--- config.mk ---
export PLATFORM = sky130hd
export DESIGN_NAME = oam_dma
export DESIGN_NICKNAME = d
export VERILOG_FILES = /design/src/rtl/oam_dma.sv
export SDC_FILE = /design/constraint.sdc
export NUM_CORES = 1
export LEC_CHECK = 0
export CAP_MARGIN = 20
export CORE_MARGIN = 2
export CORE_UTILIZATION = 50
export DETAILED_ROUTE_END_ITERATION = 8
export GPL_TIMING_DRIVEN = 0
export PLACE_DENSITY = 0.89
export SYNTH_ARGS = -nofsm -noshare
export SYNTH_HDL_FRONTEND = slang
export SYNTH_SLANG_ARGS = --single-unit
--- constraint.sdc ---
create_clock -name clock -period 2.55 [get_ports clock]
set_clock_uncertainty 0.15 [all_clocks]
set_input_delay 0.255 -clock clock [delete_from_list [all_inputs] [get_ports clock]]
set_output_delay 0.255 -clock clock [all_outputs]
set_load 0.01 [all_outputs]
--- src/rtl/oam_dma.sv ---
`default_nettype none
// ============================================================================
// Module   : oam_dma
// Purpose  : OAM DMA engine. When the FF46 register sees a write, this block
//            copies 160 bytes from {dma_src, 8'h00..8'h9F} into OAM
//            (FE00..FE9F). It moves one byte every BYTE_CYCLES clocks and
//            holds dma_active high so the bus arbiter can block the CPU.
// Revision : 1.0 - initial release
// ----------------------------------------------------------------------------
// Ports
//   clock        in   1   system clock, rising edge
//   nreset       in   1   synchronous reset, active-high
//   dma_src      in   8   source page (high address byte) from FF46
//   dma_start    in   1   level, high while the CPU writes FF46
//   dma_rdata    in   8   source read data (zero-wait)
//   dma_address  out  16  source read address
//   dma_nread    out  1   active-low source read strobe
//   oam_address  out  8   OAM byte index 0..159
//   oam_data     out  8   OAM write data
//   oam_nwrite   out  1   active-low OAM write strobe
//   dma_active   out  1   transfer in progress (START or XFER)
//   dma_done     out  1   one-cycle pulse after a normal completion
// Parameters
//   BYTE_CYCLES  clocks per transferred byte, legal range 2..15
// ============================================================================
module oam_dma #(
  parameter int BYTE_CYCLES = 4
) (
  input  logic        clock,
  input  logic        nreset,
  input  logic [7:0]  dma_src,
  input  logic        dma_start,
  input  logic [7:0]  dma_rdata,
  output logic [15:0] dma_address,
  output logic        dma_nread,
  output logic [7:0]  oam_address,
  output logic [7:0]  oam_data,
  output logic        oam_nwrite,
  output logic        dma_active,
  output logic        dma_done
);

  typedef enum logic [1:0] {
    S_IDLE  = 2'd0,
    S_START = 2'd1,
    S_XFER  = 2'd2
  } state_t;

  localparam logic [3:0] PHASE_LAST = 4'(BYTE_CYCLES - 1);
  localparam logic [7:0] IDX_LAST   = 8'd159;

  state_t      state_q, state_d;
  logic        start_q, start_d;
  logic [7:0]  src_q, src_d;
  logic [7:0]  idx_q, idx_d;
  logic [3:0]  phase_q, phase_d;
  logic [7:0]  data_q, data_d;
  logic        done_q, done_d;

  // Output flops. They are loaded from the next-state values so that each
  // output is aligned with the state it decodes, with no input-to-output path.
  logic [15:0] dma_address_q, dma_address_d;
  logic        dma_nread_q, dma_nread_d;
  logic [7:0]  oam_address_q, oam_address_d;
  logic [7:0]  oam_data_q, oam_data_d;
  logic        oam_nwrite_q, oam_nwrite_d;
  logic        active_q, active_d;

  logic        start_edge;
  logic        read_next;
  logic        write_next;

  assign start_edge = dma_start & ~start_q;

  always_comb begin
    state_d = state_q;
    start_d = dma_start;
    src_d   = src_q;
    idx_d   = idx_q;
    phase_d = phase_q;
    data_d  = data_q;
    done_d  = 1'b0;

    case (state_q)
      S_IDLE: begin
        if (start_edge) state_d = S_START;
      end
      S_START: begin
        // FF46 has been written by now, so the page is stable here.
        src_d   = dma_src;
        idx_d   = 8'd0;
        phase_d = 4'd0;
        state_d = S_XFER;
      end
      S_XFER: begin
        if (phase_q == 4'd0) data_d = dma_rdata;
        if (phase_q == PHASE_LAST) begin
          phase_d = 4'd0;
          if (idx_q == IDX_LAST) begin
            state_d = S_IDLE;
            done_d  = 1'b1;
          end else begin
            idx_d = idx_q + 8'd1;
          end
        end else begin
          phase_d = phase_q + 4'd1;
        end
      end
      default: state_d = S_IDLE;
    endcase

    // A fresh FF46 write restarts from scratch. The strobes of this cycle
    // still complete, but the aborted transfer never reports done.
    if (start_edge && state_q != S_IDLE) begin
      state_d = S_START;
      done_d  = 1'b0;
    end

    read_next  = (state_d == S_XFER) && (phase_d == 4'd0);
    write_next = (state_d == S_XFER) && (phase_d == PHASE_LAST);

    dma_address_d = read_next  ? {src_d, idx_d} : 16'h0000;
    dma_nread_d   = ~read_next;
    oam_address_d = write_next ? idx_d  : 8'h00;
    oam_data_d    = write_next ? data_d : 8'h00;
    oam_nwrite_d  = ~write_next;
    active_d      = (state_d != S_IDLE);
  end

  always_ff @(posedge clock) begin
    if (nreset) begin
      state_q       <= S_IDLE;
      // Held at 1 so a dma_start level present across reset cannot trigger.
      start_q       <= 1'b1;
      src_q         <= 8'h00;
      idx_q         <= 8'h00;
      phase_q       <= 4'd0;
      data_q        <= 8'h00;
      done_q        <= 1'b0;
      dma_address_q <= 16'h0000;
      dma_nread_q   <= 1'b1;
      oam_address_q <= 8'h00;
      oam_data_q    <= 8'h00;
      oam_nwrite_q  <= 1'b1;
      active_q      <= 1'b0;
    end else begin
      state_q       <= state_d;
      start_q       <= start_d;
      src_q         <= src_d;
      idx_q         <= idx_d;
      phase_q       <= phase_d;
      data_q        <= data_d;
      done_q        <= done_d;
      dma_address_q <= dma_address_d;
      dma_nread_q   <= dma_nread_d;
      oam_address_q <= oam_address_d;
      oam_data_q    <= oam_data_d;
      oam_nwrite_q  <= oam_nwrite_d;
      active_q      <= active_d;
    end
  end

  assign dma_address = dma_address_q;
  assign dma_nread   = dma_nread_q;
  assign oam_address = oam_address_q;
  assign oam_data    = oam_data_q;
  assign oam_nwrite  = oam_nwrite_q;
  assign dma_active  = active_q;
  assign dma_done    = done_q;

endmodule
`default_nettype wire

==> reports/metrics.yaml, run 1 <==
cap_viol_max_count: 0
arrival_ns: 2.52
synthSimpleGateAreaFrac: 0.273
vias: 2027
finalCritPeriodShare: 0.939
synth_cell_types: 54
place_ws_ns: 0.204
maxSlewViolCount: 0
grt_antenna_before_repair: 0
fin_nets: 344
via_per_inst: 5.16
crit_type: "reg2reg"
crit_path_cell_trace: "inv_1 -> ha_1 -> buf_4 -> a31oi_1 -> o2bb2ai_1 -> nand4_4 -> buf_8 -> nor2_2"
final_common_cell: "dfxtp_1"
layout_setup_ws_ns: 0.155
ys_seq_area_frac: 0.508
synth_top_area_frac: 0.508
diodes: 0
p_leak_uw: 0.00126
async_reset_ff_frac: 0
h-tree-depth: 3
path_clk_slew_ns: 0.07
finalSetupViolCount: 0
most-common-layout-cells: "dfxtp_1, clkdlybuf4s50_1, nor2_1"
pin_count: 55
grt_pass1_wl_um: 9310
fmax_ghz: 0.418
rsz0062_at_grt: "no"
period_needed_ns: 2.39
dr.pass1.iters: 5
grt_overflow: 0
synth_top_family_by_area: "simple AND/OR/NAND/NOR gates"
synth_area_leaders: "dfxtp_1, mux2i_1, nor2_1"
tightest_slew_ns: 0.883
finalSetupTns_ns: 0
die_area_um2: 5880
clock_path_buffers: 2
cts.sinks: 67
avgSynthCellArea_um2: 10.4
ys_ff_latch: 67
io_buffers: 54
synth_flop_cell: "dfxtp_1"
dpl.hpwl_um: 3860
drt-total-wl_um: 5590
hold_viol: 0
first_iter_violations: 92
clk_latency_ns: 0.34
cp.required_ns: 2.68
wl_per_cell_um: 14.2
synth_xor_area_frac: 0.00332
fp.dieW_um: 76.7
synth_fp_nets: 279
drc: 0
place_congestion: 0.870
crit_slowest_cell: "o2bb2ai_1"
grt.total_usage: 0.203
core-area_um2: 5110
worst-path-max-fanout: 10
relSlewSlack: 0.408
synth-edff-count: 0
final_antenna_net_count: 0
path_buf_inv: 3
areaGrowthSynthToFinish_pct: 32.1
cpPeakStageDelay_ns: 0.42
status: "finished, final reports clean"
start_kind: "register"
yosys_warnings: 0
grt_max_degree: 13
grt_pass1_vias: 1987
post-cts-setup-buffer-count: 0
power_uw: 2240
netlist_area_um2: 2640
path_delay_family: "buffers and inverters"
synthAdderAreaFrac: 0.0332
worstSetupEndpointType: "register"
start_util: 0.517
final_layout_size_suffix_gt1_frac: 0.180
synthMuxAreaShare: 0.0645
die_h_um: 76.7
p_per_area_nw_per_um2: 643
syn_inst: 253
irDropWorstVdd_v: 0.000533
yosysTopAreaCell: "dfxtp_1"
cts_root_buf: "clkbuf_8"
cts_buffers: 9
hp-class: "reg2reg"
synth_compound_area_frac: 0.0706
cts_tree: "yes"
rows: 26
==> worst paths after layout <==
path | endpoint | start | slack [ns] | cells past startpoint
max | oam_data[2] | state_q[1] | 0.16 | 8
max reg2reg | oam_data[2] | state_q[1] | 0.16 | 8
min reg2reg | oam_data[5] | data_q[5] | 0.34 | 2
min | oam_data[5] | data_q[5] | 0.34 | 2
==> layer usage <==
metal  GRT usage  up-vias  part of all wire
li1            -      994                 -
met1       0.230      930              0.41
met2       0.339       93              0.49
met3      0.0741       10             0.088
met4       0.100        0             0.013
met5           0        -                 0
==> cells by family (layout without fill, tap and decap cells) <==
group	count (synthesis)	in the layout
and+or+nand+nor	115	115
muxes	17	17
AOI/OAI and AO/OA	27	27
adders and majority gates	7	7
DFF	67	67
xor gates and xnor gates	1	1
buffers and inverters	19	89
==> worst register-to-register path: stages, from the launching register on <==
cell and delay, ns:
dfxtp_1 0.41, inv_1 0.11, ha_1 0.37, buf_4 0.20
a31oi_1 0.10, o2bb2ai_1 0.42, nand4_4 0.26, buf_8 0.23
nor2_2 0.10
==> repair_timing <==
action                                 in CTS  in global routing
endpoints found under the hold margin       0                  0
gates resized for setup                     0                  1
hold buffers                                0                  0
setup endpoints to repair                   0                  3
==> flip-flops by register name, indices dropped and copies added (netlist names) <==
signal / flops
phase_q: 4
src_q: 8
start_q: 1
oam_address: 8
dma_address: 16
dma_active: 1
oam_nwrite: 1
state_q: 2
dma_nread: 1
data_q: 8
oam_data: 8
idx_q: 8
dma_done: 1
==> synthesized netlist by cell type (3+ instances only) <==
cell     instances
dfxtp_1         67
nor2_1          45
mux2i_1         17
nand2_1         15
a21oi_1         11
nor2_2           9
nor2_4           9
inv_1            8
nor3_1           8
ha_1             7
nand3_1          4
o21ai_0          3
==> stage by stage <==
stage / util / cells / hold slack [ns] / cell area, um^2
after CTS: 0.682 / 393 / 0.342 / 3480
after global placement: 0.640 / 377 / 0.315 / 3270
after global routing: 0.683 / 393 / 0.369 / 3490
after floorplan: - / 253 / 0.185 / 2640
final: 0.683 / 393 / 0.340 / 3490
after detailed placement: 0.640 / 377 / 0.324 / 3270
==> report_power, final <==
group | switching (uW) | internal, uW
combinational | 120 | 89.7
clock | 405 | 552
sequential | 9.48 | 1070
==> area by class of cell <==
cell class,instances,area (um^2)
inverters,8,30.0
fillers,383,1620
clock inverters,6,87.6
multi-input cells,167,1180
plain buffers,11,93.8
clock buffers,10,128
well taps,70,87.6
flip-flops and latches,67,1340
repair buffers,54,541
(Power assumes the default switching activity.)
==> inputs of run 2 (changes only) <==
PLACE_DENSITY = not set   (was 0.89)
PLACE_DENSITY_LB_ADDON = 0.05   (was not set)
clock period = 2.44 ns   (was 2.55 ns; I/O delays follow)
==> run 2 against run 1 <==
  * Sequential power increased by 4%
  * Cell count is 1.0% higher
  * Maximum frequency increased by 4.8%
  * Core utilization increased by 1.3 points
  * Critical path depth unchanged
  * Sequential share of layout area shrank 0.67 points
  * Critical endpoint is now oam_data[0]
  * Largest cell class unchanged
  * Largest power group unchanged
  * Highest routed layer unchanged
==> reports/metrics.yaml, run 2 (same netlist as run 1, synthesis figures left out) <==
start_kind: "register"
die_area_um2: 5880
grt_overflow: 0
relSlewSlack: 0.624
arrival_ns: 2.41
dpl.hpwl_um: 3640
p_leak_uw: 0.00127
fin_area_um2: 3550
rows: 26
cts_hold_buf: 0
use_met3: 0.0553
grt_pass1_vias: 1932
period_needed_ns: 2.29
grt_antenna_before_repair: 0
cts_tree: "yes"
clock_path_buffers: 2
areaGrowthSynthToFinish_pct: 34.6
h-tree-depth: 3
finalSetupViolCount: 0
clk_latency_ns: 0.33
die_h_um: 76.7
via_per_inst: 5.01
hold_viol: 0
p_sw_frac: 0.238
drt-total-wl_um: 5460
grt_pass1_wl_um: 9200
diodes: 0
io_buffers: 54
dr.pass1.iters: 4
seq_power_share: 0.503
core-area_um2: 5110
fill_cells: 418
irDropWorstVdd_v: 0.000422
pwr-share-clk: 0.395
maxSlewViolCount: 0
cap_viol_max_count: 0
place_congestion: 0.898
fmax_ghz: 0.437
cp.required_ns: 2.56
worstSetupEndpointType: "register"
p_per_area_nw_per_um2: 629
hp-class: "reg2reg"
final_common_cell: "dfxtp_1"
utilization: 0.696
final_layout_size_suffix_gt1_frac: 0.217
tightest_slew_ns: 0.565
cts.sinks: 67
cts_root_buf: "clkbuf_8"
p_switching_uw: 533
largest_reg_flops: 16
met2_usage: 0.300
finalCritPeriodShare: 0.937
power_uw: 2240
path_clk_slew_ns: 0.07
place_area_um2: 3270
first_iter_violations: 69
finalSetupTns_ns: 0
p_comb_frac: 0.102
final_antenna_net_count: 0
grt.total_usage: 0.198
status: "finished, final reports clean"
worst-path-max-fanout: 10
most-common-layout-cells: "dfxtp_1, clkdlybuf4s50_1, nor2_1"
cts_buffers: 9
vias: 1988
crit_type: "reg2reg"
start_util: 0.517
grt_util_met1: 0.254
drc: 0
intPower_uw: 1700
grt_max_degree: 12
pin_count: 55
grt_busiest_layer: "met2"
fp.dieW_um: 76.7
wl_per_cell_um: 13.7
fin_nets: 349
[run 2: cell count changes in the layout (fill, tap and decap cells not counted), sizes merged]
cell    previous run  this run
buf                9        14
clkinv             3         4
inv                9         8
bufinv             2         1
[run 2: routing by layer]
metal / wire, um / up-vias / part of all wire
li1: - / 997 / -
met3: 333 / 12 / 0.061
met5: 0 / - / 0
met1: 2500 / 918 / 0.46
met4: 120 / 0 / 0.022
met2: 2500 / 61 / 0.46
[run 2: worst max-delay path, cell delays in order (launching register included)]
cell and delay [ns]:
dfxtp_1 0.39, inv_1 0.10, ha_2 0.37, buf_4 0.21, nand3_1 0.17, o32ai_4 0.32, nand4_4 0.20, buf_8 0.21
nor2_2 0.09
[run 2: power groups by stage]
| stage | clock, uW | sequential (uW) | combinational, uW |
|---|---|---|---|
| final | 884 | 1120 | 227 |
| after global routing | 959 | 1130 | 247 |
| after CTS | 910 | 1120 | 222 |
| after detailed placement | 0 | 1150 | 220 |
| after global placement | 0 | 1150 | 217 |
| after floorplan | 0 | 1150 | 143 |
[run 2: path summary, 6_finish.rpt]
kind | from | to | slack, ns | depth (start not counted)
worst max-delay path | state_q[1] | oam_data[0] | 0.15 | 8
worst min-delay path | data_q[4] | data_q[4] | 0.34 | 2
worst max register to register | state_q[1] | oam_data[0] | 0.15 | 8
worst min register to register | data_q[4] | data_q[4] | 0.34 | 2
[run 2: repair_timing]
item | in CTS | in global routing
setup endpoints to repair | 0 | 29
buffers inserted | 0 | 5
resized for setup | 0 | 11
[run 2: area by class of cell]
class / count / area, um^2 / area share
Clock inverter: 5 / 53.8 / 0.0151
Inverter: 8 / 30.0 / 0.00845
Sequential cell: 67 / 1340 / 0.378
Timing Repair Buffer: 59 / 578 / 0.163
Clock buffer: 10 / 138 / 0.0387
Tap cell: 70 / 87.6 / 0.0246
Buffer: 11 / 93.8 / 0.0264
Multi-Input combinational cell: 167 / 1230 / 0.346
[run 2: through the flow]
step                worst slack [ns]  hold WS, ns  cells
floorplan                      0.361        0.174    253
detailed placement            0.0486        0.326    377
global route                -0.00722        0.380    397
global placement              0.0698        0.316    377
CTS                           0.0336        0.342    392
finish                         0.154        0.335    397
==> inputs of run 3 (changes only) <==
ABC_CLOCK_PERIOD_IN_PS = 2440   (was not set)
CORE_UTILIZATION = 45   (was 50)
==> run 3 against run 2 <==
  * Critical path type unchanged
  * Cell count is 0.76% lower
  * Hold slack better by 0.0043 ns
  * Clock-buffer cell count grew 1
  * Register-to-register slack about the same
  * Maximum frequency is 0.51% higher
  * First-iteration DRC count decreased by 42%
  * Clock power shrank 9.7%
  * Routed wire length shrank 3.5%
  * Flip-flop and latch count unchanged
  * Highest routed layer unchanged
  * Total power is 4.2% lower
  * Sequential share of layout area rose by 0.94 points
  * Global-route usage down 1.6 points
==> reports/metrics.yaml, run 3 (same netlist as run 1, synthesis figures left out) <==
grt_pass1_wl_um: 8770
p_per_area_nw_per_um2: 618
grt_busiest_layer: "met2"
pwr-share-clk: 0.372
fin_nets: 344
arrival_ns: 2.40
core-area_um2: 5570
grt_max_degree: 12
pin_count: 55
seq_power_share: 0.525
path_buf_inv: 3
path_clk_slew_ns: 0.07
crit_start: "state_q[1]"
cts.sinks: 67
cts_root_buf: "clkbuf_8"
cp.required_ns: 2.57
grt_antenna_before_repair: 0
finalSetupTns_ns: 0
io_buffers: 54
relSlewSlack: 0.598
cts_buffers: 9
vias: 1953
grt.total_usage: 0.183
grt_util_met1: 0.229
diodes: 0
met2_usage: 0.278
cpPeakStageDelay_ns: 0.39
drt-total-wl_um: 5270
path_delay_family: "buffers and inverters"
start_kind: "register"
p_switching_uw: 541
intPower_uw: 1600
fill_cells: 506
clock_path_buffers: 2
first_iter_violations: 40
finalSetupViolCount: 0
cap_viol_max_count: 0
tightest_slew_ns: 0.603
worstSetupEndpointType: "register"
die_h_um: 80.6
die_area_um2: 6500
fp.dieW_um: 80.6
use_met3: 0.0607
start_util: 0.474
p_leak_uw: 0.00123
finalCritPeriodShare: 0.932
min-delay-start: "src_q[7]"
via_per_inst: 4.96
cts_hold_buf: 0
grt_pass1_vias: 1871
worst-path-max-fanout: 10
clk_latency_ns: 0.34
final_layout_size_suffix_gt1_frac: 0.189
p_sw_frac: 0.253
crit_slowest_cell: "dfxtp_1"
dpl.hpwl_um: 3660
rsz0062_at_grt: "no"
h-tree-depth: 3
p_comb_frac: 0.103
reg2reg_from: "state_q[1]"
grt_overflow: 0
maxSlewViolCount: 0
final_common_cell: "dfxtp_1"
crit_type: "reg2reg"
wl_per_cell_um: 13.4
period_needed_ns: 2.27
final_cells: 394
rows: 27
fmax_ghz: 0.440
final_antenna_net_count: 0
areaGrowthSynthToFinish_pct: 31.3
cts_tree: "yes"
crit_path_cell_trace: "inv_1 -> ha_1 -> buf_4 -> nand3_1 -> o32ai_2 -> nand4_4 -> buf_8 -> nor2_2"
drc: 0
hp-class: "reg2reg"
dp_cells: 379
largest_reg_flops: 16
most-common-layout-cells: "dfxtp_1, clkdlybuf4s50_1, nor2_1"
status: "finished, final reports clean"
hold_viol: 0
irDropWorstVdd_v: 0.000424
dr.pass1.iters: 4
utilization: 0.622
place_congestion: 0.830
-- run 3: final timing paths --
check,slack [ns],to,depth (start not counted)
worst max-delay path,0.17,oam_address[7],8
worst min-delay path,0.34,src_q[7],2
worst max register to register,0.17,oam_address[7],8
worst min register to register,0.34,src_q[7],2
-- run 3: power by group through the flow --
stage	combinational [uW]	sequential, uW	clock [uW]
floorplan	143	1150	0
global placement	218	1150	0
detailed placement	219	1150	0
CTS	220	1120	822
global route	244	1120	874
finish	220	1120	798
-- run 3: worst min-delay path, delay by kind of cell (launching register included) --
| family | cells | cell delay [ns] |
|---|---|---|
| flops | 1 | 0.31 |
| simple gates | 1 | 0.08 |
| mux | 1 | 0.07 |
-- run 3: stage by stage --
| stage | hold slack (ns) | setup WS, ns | area [um^2] | power, uW |
|---|---|---|---|---|
| after floorplan | 0.174 | 0.361 | 2640 | 1290 |
| after global placement | 0.319 | 0.0661 | 3270 | 1370 |
| after detailed placement | 0.327 | 0.0835 | 3270 | 1370 |
| after CTS | 0.345 | 0.0594 | 3440 | 2170 |
| after global routing | 0.379 | 0.00924 | 3470 | 2240 |
| final | 0.339 | 0.166 | 3470 | 2140 |
-- run 3: what timing repair did --
action                                 CTS  global route
setup endpoints to repair                0            29
gates resized for setup                  0             6
setup buffers                            0             0
endpoints found under the hold margin    0             0
-- run 3: layout make-up --
cell class                 count  area, um^2  share of cell area
sequential                    67        1340               0.387
multi-input combinational    167        1200               0.347
timing repair buffer          54         541               0.156
clock buffer                  11         141              0.0408
buffer                        11        93.8              0.0271
tap                           72        90.1              0.0260
inverter                       8        30.0             0.00866
clock inverter                 4        26.3             0.00758
-- run 3: metal layers --
metal  wire length [um]  up-vias
met5                  0        -
met4                119        0
met3                349       11
met2               2370       56
met1               2430      898
li1                   -      988
